$ cat config.mk
export PLATFORM = sky130hd
export DESIGN_NAME = top_counter_freq_flat
export DESIGN_NICKNAME = d
export VERILOG_FILES = /design/src/rtl/freq_meter_pkg.sv /design/src/rtl/axi_if.sv /design/src/rtl/edge_counter.sv /design/src/rtl/top_counter_freq.sv /design/src/flat_wrapper.sv
export SDC_FILE = /design/constraint.sdc
export NUM_CORES = 1
export LEC_CHECK = 0
export ABC_AREA = 1
export ABC_CLOCK_PERIOD_IN_PS = 2000
export CAP_MARGIN = 20
export CORE_MARGIN = 2
export CORE_UTILIZATION = 54
export DETAILED_ROUTE_END_ITERATION = 12
export PLACE_DENSITY_LB_ADDON = 0.2
export RECOVER_POWER = 50
export SYNTH_ARGS = -nofsm -noshare
export SYNTH_HDL_FRONTEND = slang
export SYNTH_SLANG_ARGS = --single-unit
$ cat constraint.sdc
create_clock -name clk -period 2 [get_ports clk]
set_input_delay 0.3 -clock clk [delete_from_list [all_inputs] [get_ports clk]]
set_output_delay 0.3 -clock clk [all_outputs]
set_load 0.1 [all_outputs]
$ cat src/rtl/freq_meter_pkg.sv
// Shared types and constants for the frequency-meter front end.
package freq_meter_pkg;
  localparam int AXI_DATA_W = 32;
  localparam int ID_W       = 8;
  localparam int CNT_W      = 24;
  localparam logic [ID_W-1:0] SSEG_ID = 8'h7F;

  typedef struct packed {
    logic [ID_W-1:0]  id;
    logic [CNT_W-1:0] count;
  } meter_beat_t;
endpackage

$ cat src/rtl/axi_if.sv
// Single-beat AXI-Stream link from the meter to the display path.
interface axi_if;
  import freq_meter_pkg::*;
  logic                  tvalid;
  logic                  tready;
  logic [AXI_DATA_W-1:0] tdata;
  logic                  tlast;

  modport master (output tvalid, output tdata, output tlast, input tready);
  modport slave  (input tvalid, input tdata, input tlast, output tready);
endinterface

$ cat src/rtl/edge_counter.sv
// Pulse conditioning, rising-edge detect and saturating edge counter.
// TOP_COUNTER_SYNC_EN adds a 2-flop synchronizer ahead of the edge detector.
module edge_counter #(
  parameter int CNT_W = 24
) (
  input  logic             clk,
  input  logic             rst,
  input  logic             pulse_i,
  input  logic             clr_i,
  output logic [CNT_W-1:0] cnt_o
);
  logic             pulse_q, pulse_dly_q, edge_w;
  logic [CNT_W-1:0] cnt_q, cnt_d;

`ifdef TOP_COUNTER_SYNC_EN
  logic [1:0] sync_q;
  always_ff @(posedge clk) begin
    if (rst) sync_q <= '0;
    else     sync_q <= {sync_q[0], pulse_i};
  end
  always_ff @(posedge clk) begin
    if (rst) pulse_q <= 1'b0;
    else     pulse_q <= sync_q[1];
  end
`else
  always_ff @(posedge clk) begin
    if (rst) pulse_q <= 1'b0;
    else     pulse_q <= pulse_i;
  end
`endif

  always_ff @(posedge clk) begin
    if (rst) pulse_dly_q <= 1'b0;
    else     pulse_dly_q <= pulse_q;
  end

  assign edge_w = pulse_q & ~pulse_dly_q;

  // cnt_d already includes an edge seen in the closing cycle, so the top
  // captures it as the final count while the register restarts from zero.
  always_comb begin
    cnt_d = cnt_q;
    if (edge_w && (cnt_q != '1)) cnt_d = cnt_q + CNT_W'(1);
  end

  always_ff @(posedge clk) begin
    if (rst || clr_i) cnt_q <= '0;
    else              cnt_q <= cnt_d;
  end

  assign cnt_o = cnt_d;
endmodule

$ cat src/rtl/top_counter_freq.sv
// Frequency meter: counts pulse edges per gate window, emits one AXI-Stream beat per window.
// Optional build macro TOP_COUNTER_SYNC_EN (see edge_counter).
module top_counter_freq #(
  parameter int          CYCLLES_COUNT_MAX = 100,
  parameter logic [7:0]  DEST_ID           = freq_meter_pkg::SSEG_ID,
  parameter int          CNT_W             = freq_meter_pkg::CNT_W
) (
  input  logic clk,
  input  logic rst,
  input  logic pulse_signal,
  axi_if.master axi
);
  import freq_meter_pkg::*;

  localparam int GW = $clog2(CYCLLES_COUNT_MAX);
  localparam int PW = $bits(meter_beat_t) - ID_W;

  logic [GW-1:0]    gate_cnt_q, gate_cnt_d;
  logic             close_w;
  logic [CNT_W-1:0] cnt_w;
  logic             tvalid_q, tvalid_d;
  meter_beat_t      tdata_q, tdata_d;

  assign close_w    = (gate_cnt_q == GW'(CYCLLES_COUNT_MAX - 1));
  assign gate_cnt_d = close_w ? '0 : gate_cnt_q + GW'(1);

  always_ff @(posedge clk) begin
    if (rst) gate_cnt_q <= '0;
    else     gate_cnt_q <= gate_cnt_d;
  end

  edge_counter #(.CNT_W(CNT_W)) u_edge_counter (
    .clk     (clk),
    .rst     (rst),
    .pulse_i (pulse_signal),
    .clr_i   (close_w),
    .cnt_o   (cnt_w)
  );

  // A close always (re)loads the output register: the latest result wins
  // over a beat still waiting on tready.
  always_comb begin
    tvalid_d = tvalid_q;
    tdata_d  = tdata_q;
    if (tvalid_q && axi.tready) tvalid_d = 1'b0;
    if (close_w) begin
      tvalid_d      = 1'b1;
      tdata_d.id    = DEST_ID;
      tdata_d.count = PW'(cnt_w);
    end
  end

  always_ff @(posedge clk) begin
    if (rst) begin
      tvalid_q <= 1'b0;
      tdata_q  <= '0;
    end else begin
      tvalid_q <= tvalid_d;
      tdata_q  <= tdata_d;
    end
  end

  assign axi.tvalid = tvalid_q;
  assign axi.tdata  = tdata_q;
  assign axi.tlast  = tvalid_q;
endmodule

$ cat src/flat_wrapper.sv
// flat-port wrapper written by rule: the top's interface ports become plain ports
module top_counter_freq_flat import freq_meter_pkg::*;
#(
  parameter int          CYCLLES_COUNT_MAX = 100,
  parameter logic [7:0]  DEST_ID           = freq_meter_pkg::SSEG_ID,
  parameter int          CNT_W             = freq_meter_pkg::CNT_W
)
  (clk, rst, pulse_signal, axi_tvalid, axi_tdata, axi_tlast, axi_tready);
  axi_if axi_i ();
  input  logic clk;
  input  logic rst;
  input  logic pulse_signal;
  output wire logic [$bits(axi_i.tvalid)-1:0] axi_tvalid;
  output wire logic [$bits(axi_i.tdata)-1:0] axi_tdata;
  output wire logic [$bits(axi_i.tlast)-1:0] axi_tlast;
  input wire logic [$bits(axi_i.tready)-1:0] axi_tready;
  assign axi_tvalid = axi_i.tvalid;
  assign axi_tdata = axi_i.tdata;
  assign axi_tlast = axi_i.tlast;
  assign axi_i.tready = axi_tready;
  top_counter_freq #(.CYCLLES_COUNT_MAX(CYCLLES_COUNT_MAX), .DEST_ID(DEST_ID), .CNT_W(CNT_W)) u_core (.clk(clk), .rst(rst), .pulse_signal(pulse_signal), .axi(axi_i));
endmodule
# Word level (Yosys, flattened, before mapping)
# Cells that the tools add are included.
[classes]
multipliers = 0
shift = 0
addsub = 2
bitwise_logic = 2
eq_ne = 2
div_mod_pow = 0
magnitude_cmp = 0
reduce_logical = 5
muxes = 3
[ops]
columns = ["cell", "n"]
rows = [
  ["$add A24 B1 Y24 const B", 1],
  ["$mux W24", 1],
  ["$ne A24 B24 Y1 const B", 1],
  ["$add A7 B1 Y7 const B", 1],
  ["$eq A7 B7 Y1 const B", 1],
  ["$logic_and A1 B1 Y1", 2],
  ["$mux W1", 2],
  ["$reduce_bool A2 Y1", 1],
  ["$reduce_or A2 Y1", 1],
  ["$and A1 B1 Y1", 1],
  ["$logic_or A1 B1 Y1", 1],
  ["$not A1 Y1", 1],
]
[word_totals]
inputBits = 4
ramBits = 0
mem_bits_ro = 0
mem_count = 0
latchBits = 0
register_bits = 59
wordCells = 21

# Depth between registers and ports, before layout
# Gate-level depths: netlist (run 1).
[depth]
ltp_word = 4
ltp_mapped = 12
ltp_nobuf = 11

# By module
# Synthesis (run 1) repeated with hierarchy kept, for this count alone.
[unflattened]
hier_cells = 494
hier_area_um2 = 3139.3
[modules_own_cells]
columns = ["module", "n_inst", "area_per_inst_um2", "cells_each", "seq_area_each_um2"]
rows = [
  ["edge_counter", 1, 1634.1, 275, 520.5],
  ["top_counter_freq", 1, 1505.2, 219, 660.6],
]

# Least setup slack after synthesis (run 1)
# No wires, ideal clock.
[synth_path]
path_kind = "flip-flop to output port"
start = "register u_core.axi.tdata[24] (netlist name)"
end = "output axi_tdata[25]"
n_path_buf = 1
path_stages_with_launch = 2
t_arrival_ps = 1464
slack_ps = 236
required_ps = 1700
cell_sequence = "dfxtp_1 buf_4"
[synth_rtl]
columns = ["item", "line", "rtl"]
rows = [
  ["to (decl)", "flat_wrapper.sv:14", "output wire logic [$bits(axi_i.tdata)-1:0] axi_tdata;"],
]
# No word-level cell between the ends.

# Worst setup path after layout (run 1)
[layout_path]
start = "register u_core.u_edge_counter.cnt_q[0]"
end = "register u_core.u_edge_counter.cnt_q[1]"
[layout_between]
elab_chain_cells = 3
[layout_lines]
columns = ["item", "line", "rtl"]
rows = [
  ["from (decl)", "edge_counter.sv:13", "logic [CNT_W-1:0] cnt_q, cnt_d;"],
  ["from (signal assigned)", "edge_counter.sv:48", "else cnt_q <= cnt_d;"],
  ["parallel branches: the longest is 2 deep, another holds $add A24 B1 Y24", "--", ""],
  ["$mux W24 *", "edge_counter.sv:43", "if (edge_w && (cnt_q != '1)) cnt_d = cnt_q + CNT_W'(1);"],
]
# Mark *: on every way between the ends.
# A chain may end at the register's enable or synchronous reset.

==> results of run 1 <==
cells by family after synthesis:
group / share of synthesized area
simple gates: 0.420
buf+inv: 0.102
flops: 0.423
compound gates: 0.0358
xor+xnor: 0.00940
fa+ha+maj: 0.00895
other cells: 0.00134
final timing paths:
| check | from | end | slack, ns | cells past startpoint |
|---|---|---|---|---|
| setup reg to reg | u_core.u_edge_counter.cnt_q[0] | u_core.u_edge_counter.cnt_q[1] | 0.17 | 10 |
| hold / removal | u_core.u_edge_counter.pulse_q | u_core.u_edge_counter.pulse_dly_q | 0.43 | 2 |
| hold reg to reg | u_core.u_edge_counter.pulse_q | u_core.u_edge_counter.pulse_dly_q | 0.43 | 2 |
| setup / recovery | u_core.u_edge_counter.cnt_q[0] | u_core.u_edge_counter.cnt_q[1] | 0.17 | 10 |
worst register-to-register path, cell delays in order (launching register included):
cell and delay (ns):
dfxtp_1 0.38, ha_1 0.25, inv_1 0.07, nor2_2 0.17, nand2_2 0.09, nor2_4 0.15, nand2_4 0.21, nand2_1 0.20
nand2_1 0.09, nand2_1 0.07, nor2_1 0.04
routing by layer:
metal  up-vias  wire length [µm]
met2        49              2500
li1       1352                 -
met1      1071              2810
met3         9               313
met5         -                 0
met4         0                84
power breakdown:
group          internal (µW)  switching (µW)
clock                    584             434
sequential              1190            6.90
combinational           20.4            48.2
synth_stat cells, types with 3 or more instances:
library cell	instances
nand2_1	138
a21o_1	6
nand3_1	48
nor3_1	7
nor2_1	45
buf_2	6
dfxtp_1	59
buf_6	3
a21oi_1	11
nand3b_1	4
buf_4	8
nand4_1	9
nor2_2	6
nor2_4	3
inv_1	41
cell type report:
cell class | instances | area [µm²] | share of cell area
Timing Repair Buffer | 40 | 223 | 0.0703
Multi-Input combinational cell | 290 | 1330 | 0.419
Clock buffer | 15 | 186 | 0.0589
Inverter | 42 | 158 | 0.0498
Sequential cell | 59 | 1180 | 0.373
Tap cell | 70 | 87.6 | 0.0277
Clock inverter | 1 | 5.00 | 0.00158
cell usage in the layout (no fill, tap or decap), drive strengths merged:
cell type,netlist,final
clkdlybuf4s50,0,2
xor2,1,1
a21o,6,6
dlygate4sd3,0,1
ha,2,2
clkbuf,1,50
nor3b,1,1
nor2,54,54
conb,1,1
or2,1,1
nor3,7,7
a21oi,11,11
clkinv,1,2
nand4,9,9
xnor2,2,2
nor4,1,1
nand3,49,49
nand2,141,141
buf,17,2
dfxtp,59,59
nand3b,4,4
inv,41,41
through the flow:
step           hold WS (ns)  std cells  total power [µW]
5_1_grt               0.449        517              2360
4_1_cts               0.425        517              2310
3_5_place_dp          0.413        501              1290
6_report              0.426        517              2280
3_3_place_gp          0.409        501              1290
2_1_floorplan         0.369        409              1270
state kept, by name, indices dropped and copies added, names as in the netlist:
| register | count |
|---|---|
| u_core.gate_cnt_q | 7 |
| u_core.u_edge_counter.pulse_dly_q | 1 |
| u_core.u_edge_counter.pulse_q | 1 |
| u_core.axi.tlast | 1 |
| u_core.u_edge_counter.cnt_q | 24 |
| u_core.axi.tdata | 25 |
==> tab_implementation.tex, run 1 <==
\begin{tabular}{lr}
\hline
Metric & Value \\
\hline
\multicolumn{2}{l}{\textbf{STA}} \\
Setup clock skew after layout & 0.00637 ns \\
Minimum clock period & 1.83 ns \\
Ratio of final minimum period to clock period & 0.915 \\
Setup slack after layout & 0.170 ns \\
Highest Clock Rate & 546 MHz \\
Max\_slew headroom & 0.638 \\
Final-report max-slew violation count & 0 \\
Worst Tran Pin Value & 0.545 ns \\
Unrepaired setup endpoints after global routing & no \\
Final hold violations & 0 \\
Setup TNS Final & 0 ns \\
Setup violations, final & 0 \\
\multicolumn{2}{l}{\textbf{Drt}} \\
Number of detailed-route iterations in the first pass & 4 \\
Via Count & 2,481 \\
Detailed-route wire length & 5710 µm \\
Number of remaining DRC errors & 0 \\
Number of routed nets with antenna violations & 0 \\
Routed length per instance & 11.1 µm \\
Iter 0 DRT Violations & 108 \\
Vias per Instance & 4.80 \\
\multicolumn{2}{l}{\textbf{Yosys}} \\
Yosys Warn Count & 0 \\
Main flop type after synthesis & dfxtp\_1 \\
Cell area after synthesis & 0.00280 mm² \\
Register area share after synthesis & 0.423 \\
Netlist cell types & 27 \\
Post-synth net total & 415 \\
Post-synth ARST share & 0 \\
Flop and latch count out of synthesis & 59 \\
Cells after Synth & 409 \\
Area share of the leading cell type in the synthesized netlist & 0.423 \\
Top cells by area, synth & dfxtp\_1, nand2\_1, nand3\_1 \\
Library cell with the largest summed area after synthesis & dfxtp\_1 \\
Mean instance size in the synthesized netlist & 6.83 µm² \\
Count of flip-flops with a built-in enable after synthesis & 0 \\
\multicolumn{2}{l}{\textbf{Global route}} \\
Antenna violations before repair & 0 \\
Met2 GRT Util & 0.339 \\
Met3 usage in global routing & 0.0655 \\
Global routing usage summed across all routing layers & 0.219 \\
Maximum number of pins on one net before global-route repair & 34 \\
Met1 track demand over resource in global routing & 0.285 \\
Global-route wire length before repair & 10,200 µm \\
Grt total ovfl & 0 \\
Highest-utilization routing layer at the global route stage & met2 \\
Number of global-route vias before repair & 2,318 \\
\multicolumn{2}{l}{\textbf{Clock network}} \\
Clock buffer count from CTS & 9 \\
Buffers from clock root to sink, at most & 2 \\
Buffer type at the clock tree root & clkbuf\_8 \\
Register clock-pin slew on the reported worst setup and hold paths & 0.06 ns \\
Post-cts sizing count & 0 \\
Clock latency reported for the late side of the worst-skew pair & 0.33 ns \\
Number of buffers inserted by post-CTS setup repair & 0 \\
H-Tree Level Count & 3 \\
Clk sinks & 59 \\
Hold bufs inserted after CTS & 0 \\
TritonCTS clock tree & built \\
\multicolumn{2}{l}{\textbf{Setup path}} \\
Crit Path Category & flop to flop \\
Critical path launch point type & flop \\
Crit path max-delay cell type & dfxtp\_1 \\
Ordered cell list for the critical path & ha\_1 -> inv\_1 -> nor2\_2 -> nand2\_2 -> nor2\_4 -> nand2\_4 -> nand2\_1 -> nand2\_1 -> nand2\_1 -> nor2\_1 \\
Crit path capture type & flop \\
Top cell by count, worst path & nand2\_1 \\
Count of buffering cells on the critical path with inverters included & 1 \\
Max incr delay on CP & 0.38 ns \\
Cell family contributing the most delay on the critical path & simple AND/OR/NAND/NOR gates \\
Worst Path Max Fanout & 33 \\
WP data required & 2.21 ns \\
Arrival time of the worst setup path & 2.04 ns \\
\multicolumn{2}{l}{\textbf{Finish}} \\
Syn-to-layout area delta & 13.3\% \\
Number of antenna diodes & 0 \\
Filler cell count & 478 \\
Total Nets Final & 448 \\
Fraction of final layout cells with drive strength greater than 1 & 0.143 \\
Final cell utilization of the core & 0.628 \\
Non-Filler Cell Area, Final & 0.00317 mm² \\
\multicolumn{2}{l}{\textbf{Die}} \\
Die outline height & 75.9 µm \\
Core Box Area & 0.00504 mm² \\
Floorplan die area & 0.00577 mm² \\
Initial Util & 0.554 \\
Count of standard-cell rows & 26 \\
I/O pin cnt & 38 \\
Die extent in x & 75.9 µm \\
\multicolumn{2}{l}{\textbf{Run}} \\
Reported max-cap violation count & 0 \\
\multicolumn{2}{l}{\textbf{Placed design}} \\
Number of port buffers & 36 \\
Placed Instance Area & 0.00308 mm² \\
Final RePlAce weighted congestion & 0.882 \\
HPWL after DPL & 4130 µm \\
Worst slack at placement & 0.180 ns \\
\multicolumn{2}{l}{\textbf{Power and ir drop}} \\
Power density normalized to cell area & 720 mW/mm² \\
Worst-case vdd ir drop & 438 µV \\
Leakage power of the design & 0.00147 µW \\
\multicolumn{2}{l}{\textbf{Worst hold path}} \\
Hold/Removal Path Class & flop to flop \\
\multicolumn{2}{l}{\textbf{Outcome}} \\
Outcome & finished clean \\
\hline
\end{tabular}
No activity file was read; power rests on OpenSTA's default activity.
==> inputs of run 2 (changes only) <==
RECOVER_POWER = unset   (was 50)
SKIP_CTS_REPAIR_TIMING = 1   (was unset)
SLEW_MARGIN = 20   (was unset)
==> tab_implementation.tex, run 2 (synthesis gave the netlist of run 1 again) <==
\begin{tabular}{lr}
\hline
Metric & Value \\
\hline
\multicolumn{2}{l}{\textbf{Global route}} \\
Global routing usage summed across all routing layers & 0.219 (unchanged) \\
Maximum number of pins on one net before global-route repair & 34 (unchanged) \\
Global-route wire length before repair & 10,200 µm (unchanged) \\
Grt total ovfl & 0 (unchanged) \\
Antenna violations before repair & 0 (unchanged) \\
Number of global-route vias before repair & 2,318 (unchanged) \\
\multicolumn{2}{l}{\textbf{Die}} \\
Initial Util & 0.554 (unchanged) \\
Count of standard-cell rows & 26 (unchanged) \\
Floorplan die area & 0.00577 mm² (unchanged) \\
I/O pin cnt & 38 (unchanged) \\
Die outline height & 75.9 µm (unchanged) \\
Core Box Area & 0.00504 mm² (unchanged) \\
Die extent in x & 75.9 µm (unchanged) \\
\multicolumn{2}{l}{\textbf{STA}} \\
Unrepaired setup endpoints after global routing & no (unchanged) \\
Setup clock skew after layout & 0.00528 ns (was 0.00637 ns) \\
Setup violations, final & 0 (unchanged) \\
Minimum clock period & 1.83 ns (about the same) \\
Ratio of final minimum period to clock period & 0.917 (was 0.915) \\
Final-report max-slew violation count & 0 (unchanged) \\
Worst hold-check slack & 0.426 ns (about the same) \\
Setup TNS Final & 0 ns (unchanged) \\
Final hold violations & 0 (unchanged) \\
Highest Clock Rate & 545 MHz (was 546 MHz) \\
\multicolumn{2}{l}{\textbf{Clock network}} \\
Clock latency reported for the late side of the worst-skew pair & 0.33 ns (about the same) \\
Buffers from clock root to sink, at most & 2 (unchanged) \\
Clk sinks & 59 (unchanged) \\
TritonCTS clock tree & built (unchanged) \\
Register clock-pin slew on the reported worst setup and hold paths & 0.06 ns (about the same) \\
H-Tree Level Count & 3 (unchanged) \\
Buffer type at the clock tree root & clkbuf\_8 (unchanged) \\
Clock buffer count from CTS & 9 (unchanged) \\
\multicolumn{2}{l}{\textbf{Drt}} \\
Number of detailed-route iterations in the first pass & 4 (unchanged) \\
Number of routed nets with antenna violations & 0 (unchanged) \\
Routed length per instance & 11.1 µm (about the same) \\
Number of remaining DRC errors & 0 (unchanged) \\
Via Count & 2,496 (was 2,481) \\
Iter 0 DRT Violations & 130 (was 108) \\
Vias per Instance & 4.83 (was 4.80) \\
Detailed-route wire length & 5740 µm (was 5710 µm) \\
\multicolumn{2}{l}{\textbf{Finish}} \\
Storage cell area & 0.00118 mm² (unchanged) \\
Number of antenna diodes & 0 (unchanged) \\
Most frequent cells in the layout & nand2\_1, dfxtp\_1, nand3\_1 (unchanged) \\
Flip-flop count of the largest register, all copies and words added & 25 (unchanged) \\
Fraction of final layout cells with drive strength greater than 1 & 0.145 (was 0.143) \\
Total Nets Final & 448 (unchanged) \\
Leading cell type in the layout, fill and taps excluded & nand2\_1 (unchanged) \\
Filler cell count & 456 (was 478) \\
Syn-to-layout area delta & 16.9\% (was 13.3\%) \\
Area of combinational cells with multiple inputs & 0.00133 mm² (about the same) \\
\multicolumn{2}{l}{\textbf{Worst hold path}} \\
Worst hold path endpoint & u\_core.u\_edge\_counter.pulse\_dly\_q (unchanged) \\
Number of cells on the worst hold path & 2 (unchanged) \\
Startpoint of the worst hold path & u\_core.u\_edge\_counter.pulse\_q (unchanged) \\
Hold/Removal Path Class & flop to flop (unchanged) \\
\multicolumn{2}{l}{\textbf{Setup path}} \\
Endpoint of the worst-slack reg-to-reg timing path & u\_core.axi.tdata[0] (was u\_core.u\_edge\_counter.cnt\_q[1]) \\
R2R depth & 10 (unchanged) \\
Launching element of the worst setup path & u\_core.u\_edge\_counter.cnt\_q[0] (unchanged) \\
Ordered cell list for the critical path & ha\_1 -> inv\_1 -> nor2\_2 -> nand2\_2 -> nor2\_4 -> nand2\_4 -> nand2\_1 -> nand2\_1 -> nand3\_1 -> nand2\_1 (was ha\_1 -> inv\_1 -> nor2\_2 -> nand2\_2 -> nor2\_4 -> nand2\_4 -> nand2\_1 -> nand2\_1 -> nand2\_1 -> nor2\_1) \\
Crit path capture type & flop (unchanged) \\
Crit path max-delay cell type & dfxtp\_1 (unchanged) \\
Worst r2r src & u\_core.u\_edge\_counter.cnt\_q[0] (unchanged) \\
Max incr delay on CP & 0.38 ns (about the same) \\
Critical path launch point type & flop (unchanged) \\
Crit Path Category & flop to flop (unchanged) \\
Setup slack of the worst register-to-register path & 0.17 ns (about the same) \\
Top cell by count, worst path & nand2\_1 (unchanged) \\
Arrival time of the worst setup path & 2.06 ns (was 2.04 ns) \\
WP data required & 2.22 ns (was 2.21 ns) \\
Worst Path Max Fanout & 33 (unchanged) \\
\multicolumn{2}{l}{\textbf{Power and ir drop}} \\
Portion of total power attributed to sequential cells & 0.523 (about the same) \\
Combinational share of power & 0.032 (was 0.030) \\
Int Pwr & 1790 µW (about the same) \\
Leakage power of the design & 0.00151 µW (was 0.00147 µW) \\
Switching Share & 0.214 (was 0.215) \\
Worst-case vdd ir drop & 439 µV (was 438 µV) \\
Net Switching & 488 µW (was 489 µW) \\
Share of power burned in the clock network & 0.445 (was 0.447) \\
Power density normalized to cell area & 698 mW/mm² (was 720 mW/mm²) \\
\multicolumn{2}{l}{\textbf{Run}} \\
Reported max-cap violation count & 0 (unchanged) \\
\multicolumn{2}{l}{\textbf{Outcome}} \\
Outcome & finished clean (unchanged) \\
\multicolumn{2}{l}{\textbf{Placed design}} \\
Final RePlAce weighted congestion & 0.882 (unchanged) \\
HPWL after DPL & 4130 µm (unchanged) \\
Number of port buffers & 36 (unchanged) \\
\hline
\end{tabular}
==> run 2: cell count changes in the layout (fill, tap and decap cells not counted), sizes merged <==
cell and delta:
buf +35, clkbuf -35, clkdlybuf4s50 +1, dlygate4sd3 -1
==> run 2: worst max path at each step <==
stage,endpoint,slack (ns),cells past startpoint
floorplan,axi_tdata[25],0.24,1
global placement,u_core.axi.tdata[0],0.24,10
detailed placement,u_core.axi.tdata[0],0.18,10
CTS,u_core.axi.tdata[0],0.18,10
global route,u_core.axi.tdata[2],0.02,11
finish,u_core.axi.tdata[0],0.17,10
==> run 2: per-layer routing <==
| metal | vias to the layer above | wire length (µm) | global-route usage |
|---|---|---|---|
| met5 | - | 0 | 0 |
| met4 | 0 | 75 | 0.0909 |
| met3 | 8 | 270 | 0.0655 |
| met2 | 52 | 2570 | 0.339 |
| met1 | 1087 | 2830 | 0.285 |
| li1 | 1349 | - | - |
==> run 2: layout make-up <==
class | instances | area share
Inverter | 42 | 0.0483
Clock inverter | 1 | 0.00153
Sequential cell | 59 | 0.362
Timing Repair Buffer | 40 | 0.0980
Multi-Input combinational cell | 290 | 0.407
Clock buffer | 15 | 0.0571
Tap cell | 70 | 0.0268
==> run 2: worst max-delay path, delay by kind of cell (launching register included) <==
kind / cells / cell delay, ns
buffers and inverters: 1 / 0.07
adder cells (fa/ha/maj): 1 / 0.25
AND/OR/NAND/NOR: 8 / 1.03
flip-flops: 1 / 0.38
==> run 2: stage by stage <==
step / setup WS, ns / total power (µW) / cell area, µm² / utilization / std cells
floorplan: 0.236 / 1270 / 2800 / - / 409
global placement: 0.236 / 1290 / 3080 / 0.610 / 501
detailed placement: 0.180 / 1290 / 3080 / 0.610 / 501
CTS: 0.179 / 2310 / 3270 / 0.648 / 517
global route: 0.0168 / 2370 / 3270 / 0.648 / 517
finish: 0.166 / 2280 / 3270 / 0.648 / 517
==> run 2: power by group through the flow <==
stage | Sequential, µW | Combinational [µW] | Clock, µW
CTS | 1190 | 74.5 | 1050
finish | 1190 | 73.8 | 1020
global placement | 1220 | 72.4 | 0
detailed placement | 1220 | 74.1 | 0
global route | 1190 | 82.0 | 1090
floorplan | 1220 | 50.8 | 0
